<file path="src/rtl/spi_flash_reader.sv">
// Read-only SPI flash window on the memory bus: one bus read becomes one SPI READ (SCK = clk/2, mode 0).
// Define SPI_FLASH_FAST_READ_EN to use FAST READ (0x0B) with 8 dummy bits instead of READ (0x03).
module spi_flash_reader (
  input  logic        clk,
  input  logic        reset,
  input  logic        sel_in,
  input  logic [31:0] address_in,
  input  logic        read_in,
  input  logic        write_in,
  input  logic [3:0]  write_mask_in,
  input  logic [31:0] write_value_in,
  output logic [31:0] read_value_out,
  output logic        ready_out,
  output logic        flash_clk,
  output logic        flash_csn,
  output logic        flash_mosi,
  input  logic        flash_miso
);

`ifdef SPI_FLASH_FAST_READ_EN
  localparam logic [7:0] OPCODE = 8'h0B;
`else
  localparam logic [7:0] OPCODE = 8'h03;
`endif

  typedef enum logic [2:0] {IDLE, CMD, ADDR, DUMMY, DATA, DONE, WACK} state_t;

  state_t      state, state_next;
  logic        phase, phase_next;
  logic [5:0]  bit_cnt, bit_cnt_next;
  logic [31:0] tx_sr, tx_sr_next;
  logic [31:0] rx_sr, rx_sr_next;
  logic [5:0]  last_bit;
  state_t      follow;

  logic unused_ok;
  assign unused_ok = ^{write_mask_in, write_value_in, address_in[31:24], address_in[1:0]};

  always_ff @(posedge clk) begin
    if (reset) begin
      state   <= IDLE;
      phase   <= 1'b0;
      bit_cnt <= '0;
      tx_sr   <= '0;
      rx_sr   <= '0;
    end else begin
      state   <= state_next;
      phase   <= phase_next;
      bit_cnt <= bit_cnt_next;
      tx_sr   <= tx_sr_next;
      rx_sr   <= rx_sr_next;
    end
  end

  // Final bit index and successor for each shifting phase.
  always_comb begin
    last_bit = 6'd31;
    follow   = DONE;
    case (state)
      CMD:   begin last_bit = 6'd7;  follow = ADDR; end
`ifdef SPI_FLASH_FAST_READ_EN
      ADDR:  begin last_bit = 6'd23; follow = DUMMY; end
`else
      ADDR:  begin last_bit = 6'd23; follow = DATA; end
`endif
      DUMMY: begin last_bit = 6'd7;  follow = DATA; end
      default: begin last_bit = 6'd31; follow = DONE; end
    endcase
  end

  always_comb begin
    state_next     = state;
    phase_next     = phase;
    bit_cnt_next   = bit_cnt;
    tx_sr_next     = tx_sr;
    rx_sr_next     = rx_sr;
    ready_out      = 1'b0;
    read_value_out = '0;
    flash_csn      = 1'b1;
    flash_clk      = 1'b0;
    flash_mosi     = 1'b0;
    case (state)
      IDLE: begin
        if (sel_in && read_in) begin
          state_next   = CMD;
          phase_next   = 1'b0;
          bit_cnt_next = '0;
          tx_sr_next   = {OPCODE, address_in[23:2], 2'b00};
        end else if (sel_in && write_in) begin
          state_next = WACK;
        end
      end
      CMD, ADDR, DUMMY, DATA: begin
        flash_csn  = 1'b0;
        flash_clk  = phase;
        flash_mosi = ((state == CMD) || (state == ADDR)) ? tx_sr[31] : 1'b0;
        phase_next = ~phase;
        // Bit boundary is the clk edge that ends the SCK-high half.
        if (phase) begin
          tx_sr_next = {tx_sr[30:0], 1'b0};
          if (state == DATA)
            rx_sr_next = {rx_sr[30:0], flash_miso};
          if (bit_cnt == last_bit) begin
            bit_cnt_next = '0;
            state_next   = follow;
          end else begin
            bit_cnt_next = bit_cnt + 6'd1;
          end
        end
      end
      DONE: begin
        ready_out      = 1'b1;
        // rx_sr holds bytes in arrival order; first byte lands in the low lane.
        read_value_out = {rx_sr[7:0], rx_sr[15:8], rx_sr[23:16], rx_sr[31:24]};
        state_next     = IDLE;
      end
      WACK: begin
        ready_out  = 1'b1;
        state_next = IDLE;
      end
      default: state_next = IDLE;
    endcase
  end

endmodule

</file>
<file path="config.mk">
export PLATFORM = sky130hd
export DESIGN_NAME = spi_flash_reader
export DESIGN_NICKNAME = d
export VERILOG_FILES = /design/src/rtl/spi_flash_reader.sv
export SDC_FILE = /design/constraint.sdc
export NUM_CORES = 1
export LEC_CHECK = 0
export BUFFER_PORTS_ARGS = -buffer_cell sky130_fd_sc_hd__buf_2
export CAP_MARGIN = 10
export CELL_PAD_IN_SITES_DETAIL_PLACEMENT = 2
export CELL_PAD_IN_SITES_GLOBAL_PLACEMENT = 2
export CORE_AREA = 2 2 107 119
export CTS_CLUSTER_DIAMETER = 200
export DETAILED_ROUTE_END_ITERATION = 7
export DIE_AREA = 0 0 109 121
export PLACE_DENSITY = 0.84
export SETUP_SLACK_MARGIN = 0.1
export SYNTH_ARGS = -nofsm -noshare
export SYNTH_HDL_FRONTEND = slang
export SYNTH_SLANG_ARGS = --single-unit
</file>
<file path="constraint.sdc">
create_clock -name clk -period 2.25 [get_ports clk]
set_clock_uncertainty 0.15 [all_clocks]
set_input_delay 0.45 -clock clk [delete_from_list [all_inputs] [get_ports clk]]
set_output_delay 0.45 -clock clk [all_outputs]
set_load 0.01 [all_outputs]
</file>
Yosys cells after proc, flatten, opt, wreduce, memory -nomap -nowiden
Cells that the tools add are included.
{"block": "totals", "ff_bits": 74, "latchBits": 0, "ram_bits": 0, "romBits": 0, "in_bits": 74, "out_inout_bits": 36, "mem_count": 0}
{"block": "op_classes", "addsub": 1, "n_mul": 0, "div_mod_pow": 0, "n_lt_le_gt_ge": 0, "n_eq_ne": 11, "n_shift": 0, "n_mux": 22, "bitwise_logic": 1, "reduce_logical": 13}
{"cell": "$mux W32", "n": 3}
{"cell": "$pmux W32 S2", "n": 1}
{"cell": "$mux W6", "n": 3}
{"cell": "$mux W3", "n": 4}
{"cell": "$pmux W3 S2", "n": 2}
{"cell": "$pmux W6 S2", "n": 1}
{"cell": "$pmux W5 S2", "n": 1}
{"cell": "$eq A3 B3 Y1 const B", "n": 3}
{"cell": "$reduce_and A3 Y1", "n": 3}
{"cell": "$add A6 B1 Y6 const B", "n": 1}
{"cell": "$eq A3 B2 Y1 const B", "n": 2}
{"cell": "$eq A6 B6 Y1", "n": 1}
{"cell": "$mux W1", "n": 6}
{"cell": "$ne A2 B2 Y1 const B", "n": 3}
{"cell": "$reduce_or A2 Y1", "n": 3}
{"cell": "$reduce_or A4 Y1", "n": 1}
{"cell": "$eq A3 B1 Y1 const B", "n": 1}
{"cell": "$logic_not A3 Y1", "n": 1}
{"cell": "$ne A3 B3 Y1 const B", "n": 1}
{"cell": "$logic_and A1 B1 Y1", "n": 2}
{"cell": "$pmux W1 S2", "n": 1}
{"cell": "$reduce_and A2 Y1", "n": 1}
{"cell": "$reduce_bool A2 Y1", "n": 1}
{"cell": "$logic_or A1 B1 Y1", "n": 1}
{"cell": "$not A1 Y1", "n": 1}

Logic depth before layout (Yosys ltp)
{"block": "logic_depth", "word_depth": 7, "mapped_depth": 8, "mapped_depth_nobuf": 6}

Worst setup path after synthesis
OpenSTA, ideal clock, no wires.
{"block": "synth_path", "kind": "reg2reg", "from": "reg bit_cnt[0]", "to": "reg state[1]", "setup_ns": 0.103, "t_arrival_ns": 1.697, "t_required_ns": 1.997, "setup_slack_ns": 0.299, "stages_incl_launch_ff": 7, "period_less_slack_ns": 1.951, "cell_sequence": "dfxtp_1 > ha_1 > nand2_1 > a311o_1 > a2111oi_4 > a211oi_1 > a2111oi_2"}
{"block": "synth_between", "elab_chain_len": 3}
{"item": "start: declaration", "line_no": "30", "source": "logic [5:0] bit_cnt, bit_cnt_next;"}
{"item": "start signal: assignment", "line_no": "49", "source": "bit_cnt <= bit_cnt_next;"}
{"item": "$eq A6 B6 Y1", "line_no": "103", "source": "if (bit_cnt == last_bit) begin"}
{"item": "$ne A2 B2 Y1 (no line)"}
{"item": "$reduce_and A3 Y1 (no line)"}
{"item": "end signal: assignment", "line_no": "47", "source": "state <= state_next;"}
{"item": "end: declaration", "line_no": "28", "source": "state_t state, state_next;"}
Every way passes these cells.
A chain may end at the register's enable or synchronous reset.

Worst setup path in the final report
{"block": "layout_path", "from": "reg state[0]", "to": "out read_value_out[8]"}
{"block": "layout_between", "elab_chain_len": 2}
{"item": "$eq A3 B3 Y1", "line_no": "82", "source": "case (state)"}
{"item": "$mux W32", "line_no": "82"}
{"item": "end: declaration", "line_no": "12", "source": "output logic [31:0] read_value_out,"}
Every way passes these cells.

==> run_results.csv <==
group,metric,value,unit
outcome,outcome,"finished, final reports clean",
logic_synthesis,synth_area,3150,µm²
detailed_routing,vias,3231,
detailed_routing,via_per_inst,4.98,
sta,maxSlewHeadroom,72.1,%
global_routing,antenna_found_initial,0,
pwr,irDropWorstVdd,0.324,mV
sta,min_period,2.23,ns
detailed_routing,wl_met2,6190,µm
logic_synthesis,synth_top_area_cell,"dfxtp_1",
worst_setup_path,cp-startpoint,"state[0]$_SDFFE_PP0P_",
clock_tree,clk_pin_slew,0.06,ns
place,io_buffers,63,
detailed_routing,drt_iter0_markers,113,
floorplanning,initial_core_util,26.4,%
detailed_routing,firstDrtPassIters,4,
worst_setup_path,worst_ep_required_time,1.65,ns
global_routing,grt_max_degree,73,
detailed_routing,wl_per_cell,16.9,µm
sta,setup_violations,0,
detailed_routing,wl_met1,4280,µm
worst_setup_path,cp_max_fo,8,
logic_synthesis,synth_ff_type,"dfxtp_1",
worst_setup_path,start_kind,"flip-flop",
clock_tree,ctsHtreeMaxLevel,3,
sta,fmax,0.449,GHz
global_routing,grt_pass1_vias,3300,
logic_synthesis,async_flop_share,0,%
logic_synthesis,ys_ff_latch,72,
clock_tree,insertion_delay,0.33,ns
floorplanning,rows,42,
worst_setup_path,r2r-start,"state[1]$_SDFFE_PP0P_",
logic_synthesis,synth_cell_types,36,
finish,utilization,38.9,%
finish,layout-drive-gt1-share,34.3,%
detailed_routing,final_antenna_net_count,0,
detailed_routing,wl,11000,µm
job,max_cap_viol_count,0,
place,place_congestion,0.747,
logic_synthesis,synth_common_cells,"120 x nand2_1, 72 x dfxtp_1, 45 x a21oi_1",
place,place_hpwl,6270,µm
worst_setup_path,rr_endpoint,"state[1]$_SDFFE_PP0P_",
floorplanning,core_area,11900,µm²
logic_synthesis,yosysWarnings,0,
worst_setup_path,cp_data_arrival_time,1.63,ns
worst_setup_path,timing.critical_path.to,"read_value_out[8]",
logic_synthesis,synth_edf_count,0,
finish,antennaDiodeCount,0,
pwr,p_leak,0.00181,µW
logic_synthesis,netlist_instances,407,
sta,rsz0062_at_grt,"yes",
clock_tree,ctsHoldBuffers,0,
floorplanning,io_pins,110,
worst_setup_path,crit_path_end_kind,"primary output",
clock_tree,cts_made_buffers,9,
logic_synthesis,syn_avg_cell_area,7.74,µm²
hold_path,hp-class,"in -> reg",
finish,areaGrowthSynthToFinish,47.1,%
logic_synthesis,synthTopCellsByArea,"dfxtp_1 46%, nand2_1 14%, a21oi_1 7.1%",
worst_setup_path,r2r_slack,0.11,ns
place,dp_cells,610,
global_routing,grt_pass1_wl,15600,µm
clock_tree,root_buffer,"clkbuf_16",
logic_synthesis,synth.most_common_cell,"nand2_1",
hold_path,hp-start,"address_in[7]",
worst_setup_path,path_class,"reg -> out",
global_routing,overflow,0,
sta,tightest_slew,0.419,ns
pwr,power_density,746,nW/µm²
clock_tree,cts_tree,"yes",
global_routing,track_usage,15.1,%
detailed_routing,dr.max_layer_used,"met4",
clock_tree,cts_num_sinks,72,
logic_synthesis,synth_top_area_share,45.7,%
clock_tree,cts_max_path_buffers,2,
logic_synthesis,ys_seq_area_share,45.7,%
finish,final_cells,649,
worst_setup_path,r2r_cells,5,
finish,nets,565,
floorplanning,fp.dieW,109,µm
detailed_routing,drc_errors,0,
sta,fin_crit_sh,98.9,%
sta,drv_slew,0,
floorplanning,design.die.area,13200,µm²
sta,hold_viol_final,0,
detailed_routing,dr_wl_met3,279,µm
floorplanning,die_y,121,µm
logic_synthesis,synthesis.nets,482,
worst max-delay path, stage by stage (launching register included):
cell and delay (ns):
dfxtp_2 0.35, buf_6 0.14, nand2_4 0.06, nor2_4 0.27, buf_12 0.17, and2_1 0.16, buf_2 0.15
worst min path at each step:
stage,endpoint,slack (ns),cells after the start
6_report,tx_sr[7]$_SDFFE_PP0P_,0.24,3
5_1_grt,tx_sr[19]$_SDFFE_PP0P_,0.25,3
4_1_cts,tx_sr[7]$_SDFFE_PP0P_,0.23,3
3_5_place_dp,tx_sr[29]$_SDFFE_PP0P_,0.31,2
3_3_place_gp,tx_sr[30]$_SDFFE_PP0P_,0.29,2
2_1_floorplan,rx_sr[31]$_SDFFE_PP0P_,0.28,2
sequential cells by signal, summed over array words and instances, names as in the netlist:
register  flops
tx_sr        30
rx_sr        32
bit_cnt       6
state         3
phase         1
metal layers:
metal  vias up  track usage (%)
met2        61             28.6
met1      1609             16.0
met5         -                0
li1       1543                -
met3        18             2.85
met4         0             5.93
layout make-up:
cell class / instances / area (µm²)
flip-flops and latches: 72 / 1450
clock buffers: 14 / 274
inverters: 4 / 20.0
repair buffers: 103 / 920
multi-input cells: 300 / 1720
clock inverters: 2 / 60.1
well taps: 154 / 193
fillers: 1324 / 7290
through the flow:
step           area (µm²)  setup WS [ns]  power [µW]  hold WS (ns)  setup TNS, ns
2_1_floorplan        3150          0.299        1650         0.282              0
3_3_place_gp         3720          0.190        1780         0.292              0
3_5_place_dp         3720         0.0490        1810         0.309              0
4_1_cts              4120         0.0722        3410         0.229              0
5_1_grt              4640        -0.0189        3610         0.245         -0.136
6_report             4640         0.0238        3460         0.240              0
where the power goes:
group / internal (µW) / leakage [µW] / switching (µW)
combinational: 210 / 0.00106 / 271
sequential: 1340 / 0.000587 / 43.1
clock: 1060 / 0.000163 / 527
logic make-up after synthesis:
| family | share of synthesized area (%) |
|---|---|
| flops | 45.7 |
| xor+xnor | 1.39 |
| compound gates | 17.5 |
| buf+inv | 4.76 |
| mux | 0.357 |
| fa+ha+maj | 0.397 |
| simple gates | 29.9 |
cell usage in the layout, fill, tap and decap left out, types with 2 or more instances in the layout:
cell type    n
nor3_1       9
and2_4      31
nand2_1    119
dfxtp_2      4
inv_1        2
and3_1       2
clkbuf_1     2
buf_6       37
xor2_1       4
clkbuf_8     3
buf_12       4
buf_2       31
clkbuf_16   11
nor2_1      27
nor3_2       2
dfxtp_1     67
buf_4       29
o2111ai_1    3
bufinv_16    2
nand3_1      9
nor2b_1      2
and2_1       2
a211oi_1     3
a311oi_1    21
a21oi_1     44
repair_timing:
action	in CTS	in global routing
pin swaps	2	13
gates cloned	0	3
setup endpoints to repair	36	39
gates resized for setup	11	80
buffers inserted	3	17
No activity file was read; power rests on OpenSTA's default activity.
